<file path="src/rtl/cla_shift_add_mul.sv">
// Sequential 32x32->64 shift-and-add multiplier driving a 64-bit carry look-ahead adder.
// Define CLA_MUL_SIGNED_EN for two's-complement operands (adds the NEG state).

module CLA_64bit (
    input  logic [63:0] a,
    input  logic [63:0] b,
    input  logic        cin,
    output logic [63:0] sum
);
    logic [63:0] g, p, c;

    assign g = a & b;
    assign p = a ^ b;

    // 4-bit look-ahead groups; the group carry is passed on to the next group.
    always_comb begin
        logic cg;
        c  = '0;
        cg = cin;
        for (int k = 0; k < 16; k++) begin
            c[4*k]   = cg;
            c[4*k+1] = g[4*k] | (p[4*k] & cg);
            c[4*k+2] = g[4*k+1] | (p[4*k+1] & g[4*k]) | (p[4*k+1] & p[4*k] & cg);
            c[4*k+3] = g[4*k+2] | (p[4*k+2] & g[4*k+1]) | (p[4*k+2] & p[4*k+1] & g[4*k])
                     | (p[4*k+2] & p[4*k+1] & p[4*k] & cg);
            cg       = g[4*k+3] | (p[4*k+3] & g[4*k+2]) | (p[4*k+3] & p[4*k+2] & g[4*k+1])
                     | (p[4*k+3] & p[4*k+2] & p[4*k+1] & g[4*k]) | ((&p[4*k +: 4]) & cg);
        end
    end

    assign sum = p ^ c;
endmodule

module cla_shift_add_mul (
    input  logic        clk,
    input  logic        rst_n,
    input  logic        in_valid,
    output logic        in_ready,
    input  logic [31:0] a,
    input  logic [31:0] b,
    output logic        out_valid,
    input  logic        out_ready,
    output logic [63:0] product
);
`ifdef CLA_MUL_SIGNED_EN
    typedef enum logic [1:0] {S_IDLE, S_BUSY, S_DONE, S_NEG} state_t;
`else
    typedef enum logic [1:0] {S_IDLE, S_BUSY, S_DONE} state_t;
`endif

    state_t      state_q, state_d;
    logic [63:0] acc_q, acc_d;
    logic [63:0] mcand_q, mcand_d;
    logic [31:0] mplr_q, mplr_d;
    logic [4:0]  cnt_q, cnt_d;
    logic [31:0] a_mag, b_mag;
    logic [63:0] add_a, add_b, sum;
    logic        add_cin;

`ifdef CLA_MUL_SIGNED_EN
    logic neg_q, neg_d;

    // -2^31 negates to itself, which is the correct 32-bit unsigned magnitude.
    assign a_mag = a[31] ? (~a + 32'd1) : a;
    assign b_mag = b[31] ? (~b + 32'd1) : b;
`else
    assign a_mag = a;
    assign b_mag = b;
`endif

    always_comb begin
        add_a   = acc_q;
        add_b   = mplr_q[0] ? mcand_q : 64'd0;
        add_cin = 1'b0;
`ifdef CLA_MUL_SIGNED_EN
        if (state_q == S_NEG) begin
            add_a   = ~acc_q;
            add_b   = 64'd0;
            add_cin = 1'b1;
        end
`endif
    end

    CLA_64bit u_cla (
        .a   (add_a),
        .b   (add_b),
        .cin (add_cin),
        .sum (sum)
    );

    always_comb begin
        state_d = state_q;
        acc_d   = acc_q;
        mcand_d = mcand_q;
        mplr_d  = mplr_q;
        cnt_d   = cnt_q;
`ifdef CLA_MUL_SIGNED_EN
        neg_d   = neg_q;
`endif
        case (state_q)
            S_IDLE: if (in_valid) begin
                acc_d   = 64'd0;
                mcand_d = {32'd0, a_mag};
                mplr_d  = b_mag;
                cnt_d   = 5'd0;
`ifdef CLA_MUL_SIGNED_EN
                neg_d   = a[31] ^ b[31];
`endif
                state_d = S_BUSY;
            end
            S_BUSY: begin
                acc_d   = sum;
                mcand_d = mcand_q << 1;
                mplr_d  = mplr_q >> 1;
                cnt_d   = cnt_q + 5'd1;
                if (cnt_q == 5'd31) begin
`ifdef CLA_MUL_SIGNED_EN
                    state_d = neg_q ? S_NEG : S_DONE;
`else
                    state_d = S_DONE;
`endif
                end
            end
`ifdef CLA_MUL_SIGNED_EN
            S_NEG: begin
                acc_d   = sum;
                state_d = S_DONE;
            end
`endif
            S_DONE: if (out_ready) state_d = S_IDLE;
            default: state_d = S_IDLE;
        endcase
    end

    always_ff @(posedge clk) begin
        if (!rst_n) begin
            state_q <= S_IDLE;
            acc_q   <= 64'd0;
            mcand_q <= 64'd0;
            mplr_q  <= 32'd0;
            cnt_q   <= 5'd0;
`ifdef CLA_MUL_SIGNED_EN
            neg_q   <= 1'b0;
`endif
        end else begin
            state_q <= state_d;
            acc_q   <= acc_d;
            mcand_q <= mcand_d;
            mplr_q  <= mplr_d;
            cnt_q   <= cnt_d;
`ifdef CLA_MUL_SIGNED_EN
            neg_q   <= neg_d;
`endif
        end
    end

    assign in_ready  = (state_q == S_IDLE);
    assign out_valid = (state_q == S_DONE);
    assign product   = acc_q;
endmodule

</file>
<file path="config.mk">
export PLATFORM = sky130hd
export DESIGN_NAME = cla_shift_add_mul
export DESIGN_NICKNAME = d
export VERILOG_FILES = /design/src/rtl/cla_shift_add_mul.sv
export SDC_FILE = /design/constraint.sdc
export NUM_CORES = 1
export LEC_CHECK = 0
export BUFFER_PORTS_ARGS = -buffer_cell sky130_fd_sc_hd__buf_2
export CELL_PAD_IN_SITES_DETAIL_PLACEMENT = 1
export CELL_PAD_IN_SITES_GLOBAL_PLACEMENT = 2
export CORE_ASPECT_RATIO = 0.5
export CORE_MARGIN = 2
export CORE_UTILIZATION = 32
export DETAILED_ROUTE_END_ITERATION = 8
export PLACE_DENSITY_LB_ADDON = 0.1
export SLEW_MARGIN = 20
export SYNTH_ARGS = -nofsm -noshare
export SYNTH_HDL_FRONTEND = slang
export SYNTH_SLANG_ARGS = --single-unit
</file>
<file path="constraint.sdc">
create_clock -name clk -period 4 [get_ports clk]
set_input_delay 0.6 -clock clk [delete_from_list [all_inputs] [get_ports clk]]
set_output_delay 0.6 -clock clk [all_outputs]
set_load 0.005 [all_outputs]
</file>
# After elaboration in Yosys (flattened, before gate mapping)
# Cells that the tools add are included.
# Widths: inputs -> output; s select.
totals:
  regBits: 167
  inputBits: 68
  out_inout_bits: 66
  wordCells: 426
classes:
  add_sub_neg: 1
  n_eq_ne: 6
  muxes: 13
  bitwise: 383
  reduce_logical: 18
op_table:
  columns: ["cell", "count"]
  rows:
  - ["$pmux 64 s2", 2]
  - ["$and 1x1->1", 228]
  - ["$mux 64", 3]
  - ["$or 1x1->1", 152]
  - ["$xor 64x64->64", 2]
  - ["$pmux 32 s2", 1]
  - ["$and 63x63->63", 1]
  - ["$reduce_and 4->1", 14]
  - ["$mux 32", 1]
  - ["$pmux 5 s2", 1]
  - ["$mux 2", 3]
  - ["$pmux 2 s3", 1]
  - ["$add 5x1->5 const B", 1]
  - ["$eq 5x5->1 const B", 1]
  - ["$mux 5", 1]
  - ["$ne 2x2->1 const B", 2]
  - ["$reduce_and 3->1", 1]
  - ["$eq 2x1->1 const B", 1]
  - ["$eq 2x2->1 const B", 1]
  - ["$logic_not 2->1", 1]
  - ["$ne 2x1->1 const B", 1]
  - ["$reduce_and 2->1", 1]
  - ["$reduce_bool 2->1", 1]

# Depth between registers and ports, before layout
logic_depth:
  depth_word: 38
  ltp_mapped: 18
  depth_no_buf: 16

# Hierarchy
# A second synthesis with hierarchy kept.
hier_totals:
  hier_cells: 1137
  hier_area_um2: 9836.9
modules_own_cells:
  columns: ["module", "instances", "cells_per_inst", "area_per_inst_um2", "seq_area_each_um2"]
  rows:
  - ["cla_shift_add_mul", 1, 791, 7081.8, 3343.2]
  - ["CLA_64bit", 1, 346, 2755.1, 0.0]

# Worst setup path after synthesis
# Ideal clock, no wire load.
synth_path:
  path_type: "register to register"
  startpoint: "register mplr_q[0]"
  endpoint: "register acc_q[53] (netlist: product[53])"
  setup_time_ns: 0.118
  arrival_time_ns: 3.628
  required_ns: 3.882
  slack_ns: 0.253
  stages_incl_launch_ff: 19
  path_buffers: 2
  synth_period_minus_slack_ns: 3.747
  path_cell_list: "dfxtp_1 > clkbuf_1 > clkbuf_1 > and2_1 > ha_1 > a41o_1 > a21oi_2 > o41a_1 > o21bai_1 > a32oi_1 > a21oi_1 > a211oi_1 > o21ai_2 > a21oi_1 > o21bai_1 > fa_1 > xor2_1 > a22oi_1 > nor2b_1"
synth_between:
  elab_chain_len: 34
  elab_cells_between_ends: 147
  classes_between: "mux (2); bitwise (133); reduce/logical (12)"
synth_lines:
  columns: ["element", "line_no", "text"]
  rows:
  - ["start, declared", "54", "logic [31:0] mplr_q, mplr_d;"]
  - ["start signal, assigned", "149", "mplr_q <= mplr_d;"]
  - ["$mux 64 *", "73", "add_b = mplr_q[0] ? mcand_q : 64'd0;"]
  - ["$xor 64x64->64 / $and 63x63->63 (equally long branches)", "13, 12", null]
  - ["$and 1x1->1, on equally long branches", "26, 27", null]
  - ["$or 1x1->1 (tied with other cells)", "26", "cg = g[4*k+3] | (p[4*k+3] & g[4*k+2]) | (p[4*k+3] & p[4*k+2] & g[4*k+1])"]
  - ["$or 1x1->1 / $and 1x1->1 (equally long branches)", "26, 27", null]
  - ["$or 1x1->1", "27", "| (p[4*k+3] & p[4*k+2] & p[4*k+1] & g[4*k]) | ((&p[4*k +: 4]) & cg);"]
  - ["$and 1x1->1", "27", null]
  - ["$or 1x1->1", "27", null]
  - ["[... 18 more ...]", null, null]
  - ["$and 1x1->1", "27", null]
  - ["$or 1x1->1", "27", null]
  - ["$and 1x1->1", "27", null]
  - ["$or 1x1->1", "27", null]
  - ["$and 1x1->1", "22", "c[4*k+1] = g[4*k] | (p[4*k] & cg);"]
  - ["$or 1x1->1", "22", null]
  - ["$xor 64x64->64 *", "31", "assign sum = p ^ c;"]
  - ["$pmux 64 s2 *", "100", "case (state_q)"]
  - ["end signal, assigned", "138", "acc_q <= 64'd0;"]
  - ["end signal, assigned", "147", "acc_q <= acc_d;"]
  - ["end, declared", "52", "logic [63:0] acc_q, acc_d;"]
# Mark *: on every way between the ends. The rest lies on a longest branch, timed or not.
# A chain may end at the register's enable or synchronous reset.

# Final worst setup path
layout_path:
  startpoint: "register mplr_q[0]"
  endpoint: "register acc_q[61] (netlist: product[61])"
layout_between:
  elab_chain_len: 38
  elab_cells_between_ends: 169
  classes_between: "mux (2); bitwise (153); reduce/logical (14)"
layout_lines:
  columns: ["element", "line_no"]
  rows:
  - ["$mux 64 *", "73"]
  - ["$xor 64x64->64 / $and 63x63->63 (equally long branches)", "13, 12"]
  - ["$and 1x1->1, on equally long branches", "26, 27"]
  - ["$or 1x1->1 (tied with other cells)", "26"]
  - ["$or 1x1->1 / $and 1x1->1 (equally long branches)", "26, 27"]
  - ["$or 1x1->1", "27"]
  - ["$and 1x1->1", "27"]
  - ["$or 1x1->1", "27"]
  - ["[... 22 more ...]", null]
  - ["$and 1x1->1", "27"]
  - ["$or 1x1->1", "27"]
  - ["$and 1x1->1", "27"]
  - ["$or 1x1->1", "27"]
  - ["$and 1x1->1", "22"]
  - ["$or 1x1->1", "22"]
  - ["$xor 64x64->64 *", "31"]
  - ["$pmux 64 s2 *", "100"]
# Marks and branches as above.

==> metrics <==
status finished, final reports clean; area share of xor/xnor cells in the synthesized design 0.0391; H-tree depth 4; Placed Area 11,000 µm²; met3 WL 719 µm; first-pass GRT wire length 46,200 µm; core area 30,300 µm²; CP arrival 4.10 ns; EDFF count, synth 0; Cells after Synth 1,109; FFs w/ async S/R, synth 0; drt pass-1 iters 4; clock group share of total power 0.433; TritonCTS buffer count 17; DIE HEIGHT 128 µm; CP endpoint product[61]$_SDFFE_PN0P_; Sw Pwr 1.03 mW; pin count of the biggest net entering global routing 85; Post-Synth Adder-Cell Area 0.115; DRT Wirelength 28,700 µm; Seq/Total Area, Yosys 0.339; R2R Path End product[61]$_SDFFE_PN0P_; Netlist cell types 53; initial antenna violation count 2; Total Routing Usage GR 0.180; Pint 2.91 mW; Least-Margin Pin Slew 0.824 ns; full die area 32,300 µm²; met2 WL 13,600 µm; critical path required time 4.34 ns; setup TNS 0 ns; Setup crit start mplr_q[0]$_SDFFE_PN0P_; cells on worst reg2reg path 17; Setup crit end kind register; r2r startpoint mplr_q[0]$_SDFFE_PN0P_; Comb power frac 0.112; DRC violations left 0; Reg clk slew, reported paths 0.07 ns; Main synth FF type dfxtp_1; YS warnings 0; Layout area overhead 18.0%; Pwr Density 339 nW/µm²; peak supply drop 0.000304 V; wire per inst 17.7 µm; CTS Sinks 167; number of max-cap violations 0; 1st-iter DRT viols 365; worst hold path type in2reg; CTS root buf clkbuf_16; hold_buf cts 0; Mapped Area 9860 µm²; vias in the first global route 8,748; Die X 252 µm; top cell type's share of synthesized area 0.339; crit-path most repeated cell buf_4; Final #Nets 1,358; WL met1 14,100 µm; Net Sw Frac 0.261; vias 8,440; Yosys top cell by area dfxtp_1; Syn Nets 1,258; Initial Util 0.325; Top Layer Used met5; CP Max Fanout 15; peak per-stage delay on the critical path 0.40 ns; row cnt 45; clk buf depth 2; static leakage 5.19 nW; Antenna Nets Post-Route 0; critical path, cell by cell buf_4 > and2_1 > ha_1 > nand3_2 > or2_1 > or3_4 > o31ai_4 > o21ai_2 > buf_4 > a21oi_2 > o21ai_4 > o22ai_2 > nor2_1 > fa_1 > xnor2_1 > a22oi_1 > nor2b_1; syn_area_per_cell 8.89 µm²; skew final 0.0120 ns; Final Cell Area 11,600 µm²; largest cells by area after synthesis dfxtp_1, nor2b_1, ha_1; Highest Clock Rate 0.266 GHz; main combinational cell family by area after synthesis compound AO/OA/AOI/OAI gates; Synth Area in Compound Gates 0.261; Slew Limit Fails 0; Post-Synth Simple-Gate Area 0.207; Worst Setup Start Kind register; Setup CP Type reg2reg; fillers 3,507; Worst-Skew Late Latency 0.45 ns; endpoints failing setup 0; Rel. slew slack 0.449; Final Critical Period 3.76 ns; Reg area 3350 µm²; flop2flop setup slack 0.24 ns; CTS tree yes; Vias/cell 5.20; routability cong. 0.786; hpwl dp 19,600 µm; Ports 134; Flop pwr share 0.454; Overflow after GRT 0; endpoints failing hold 0; post-synthesis mux area share 0.00203; Yosys reg bits 167; Buffers on Ports 133; period utilization 0.941; layout cell share with drive strength beyond 1 0.232; Critical Path Slowest Stage Cell or3_4; area of the multi-input gates 6230 µm²
[area by class of cell]
type,count,area share
Clock buffer,25,0.0426
Antenna cell,1,0.000215
Sequential cell,167,0.288
Multi-Input combinational cell,844,0.535
Clock inverter,7,0.00795
Inverter,18,0.00580
Tap cell,399,0.0429
Timing Repair Buffer,161,0.0776
[how the worst min path moves through the flow]
| stage | cells after the start | startpoint | end |
|---|---|---|---|
| floorplan | 2 | product[43]$_SDFFE_PN0P_ | product[43]$_SDFFE_PN0P_ |
| CTS | 3 | b[31] | mplr_q[31]$_SDFFE_PN0P_ |
| detailed placement | 2 | product[63]$_SDFFE_PN0P_ | product[63]$_SDFFE_PN0P_ |
| finish | 3 | b[31] | mplr_q[31]$_SDFFE_PN0P_ |
| global placement | 2 | product[63]$_SDFFE_PN0P_ | product[63]$_SDFFE_PN0P_ |
| global route | 3 | b[31] | mplr_q[31]$_SDFFE_PN0P_ |
[through the flow]
step | utilization | hold WS, ns | setup WS (ns) | cells | power, mW
final | 0.384 | 0.464 | 0.237 | 1622 | 3.94
after global routing | 0.383 | 0.466 | -0.000842 | 1621 | 4.13
after CTS | 0.381 | 0.440 | 0.0745 | 1620 | 4.01
after detailed placement | 0.362 | 0.484 | 0.0148 | 1588 | 2.28
after global placement | 0.362 | 0.467 | 0.113 | 1588 | 2.27
after floorplan | - | 0.459 | 0.253 | 1109 | 2.11
[flip-flops by register name (all words and copies together) (netlist names)]
signal	count
product	64
mplr_q	32
cnt_q	5
mcand_q	64
state_q	2
[worst max-delay path, delay by kind of cell, from the launching register on]
| kind | cells | cell delay, ns |
|---|---|---|
| flops | 1 | 0.36 |
| compound gates | 6 | 0.93 |
| fa+ha+maj | 2 | 0.76 |
| xor+xnor | 1 | 0.13 |
| simple gates | 6 | 1.08 |
| buf+inv | 2 | 0.37 |
[cells in the mapped netlist (2+ instances only)]
master      n
a211oi_1    4
a21o_1     23
a21oi_1   101
a21oi_2     3
a221oi_2    2
a22oi_1    83
a32oi_1     6
and2_1     67
and3_1      7
buf_1       9
clkbuf_1   71
dfxtp_1   167
fa_1       16
ha_1       65
inv_1      17
mux2i_1     2
nand2_1    39
nand2b_1    2
nand3_1     5
nand4_1     6
nor2_1     77
nor2b_1   154
nor3_1      5
nor3b_1     2
o21a_1      6
o21ai_0    18
o21ai_1     8
o21ai_2     2
o21bai_1   11
o221a_2    62
o22ai_1     2
o31ai_2     3
or3_1       2
xnor2_1    17
xor2_1     27
[cell families (layout without fill, tap and decap cells)]
family / Yosys count / after routing
AND/OR/NAND/NOR: 373 / 373
adder cells (fa/ha/maj): 81 / 81
buffers and inverters: 98 / 211
other: 0 / 1
multiplexers: 2 / 2
AO/OA/AOI/OAI: 344 / 344
flip-flops: 167 / 167
XOR/XNOR: 44 / 44
[power by group through the flow]
stage	logic, mW	clock network (mW)	registers (mW)
detailed placement	0.447	0	1.83
finish	0.443	1.71	1.79
floorplan	0.316	0	1.80
global route	0.495	1.84	1.80
global placement	0.438	0	1.83
CTS	0.449	1.77	1.79
[layout by cell type (no fill, tap or decap), types with 4 or more instances in the layout]
cell | Yosys | final
o21a_1 | 6 | 6
a21oi_2 | 3 | 4
xnor2_1 | 17 | 17
nand2_1 | 39 | 39
nand4_1 | 6 | 6
nor3_1 | 5 | 5
and3_1 | 7 | 7
o21ai_1 | 8 | 7
o21ai_0 | 18 | 18
o221a_2 | 62 | 62
a32oi_1 | 6 | 5
and2_1 | 67 | 67
o21bai_1 | 11 | 10
nor2_1 | 77 | 76
nor2b_1 | 154 | 153
clkbuf_8 | 0 | 4
inv_1 | 17 | 17
buf_4 | 0 | 27
buf_2 | 0 | 132
a21o_1 | 23 | 23
xor2_1 | 27 | 27
dfxtp_1 | 167 | 164
fa_1 | 16 | 16
ha_1 | 65 | 63
clkbuf_16 | 0 | 17
a22oi_1 | 83 | 83
a21oi_1 | 101 | 100
nand3_1 | 5 | 5
clkbuf_1 | 71 | 4
[per-layer routing]
layer  vias up  track usage
met5         -            0
met2        72        0.306
met1      4178        0.235
li1       4172            -
met3        16       0.0363
met4         2       0.0418
[what timing repair did]
item,4_1_cts,5_1_grt
setup buffers,0,1
cloned,0,0
setup endpoints to repair,1,6
gates resized for setup,1,9
pin swaps,0,5
(Power assumes the default switching activity.)
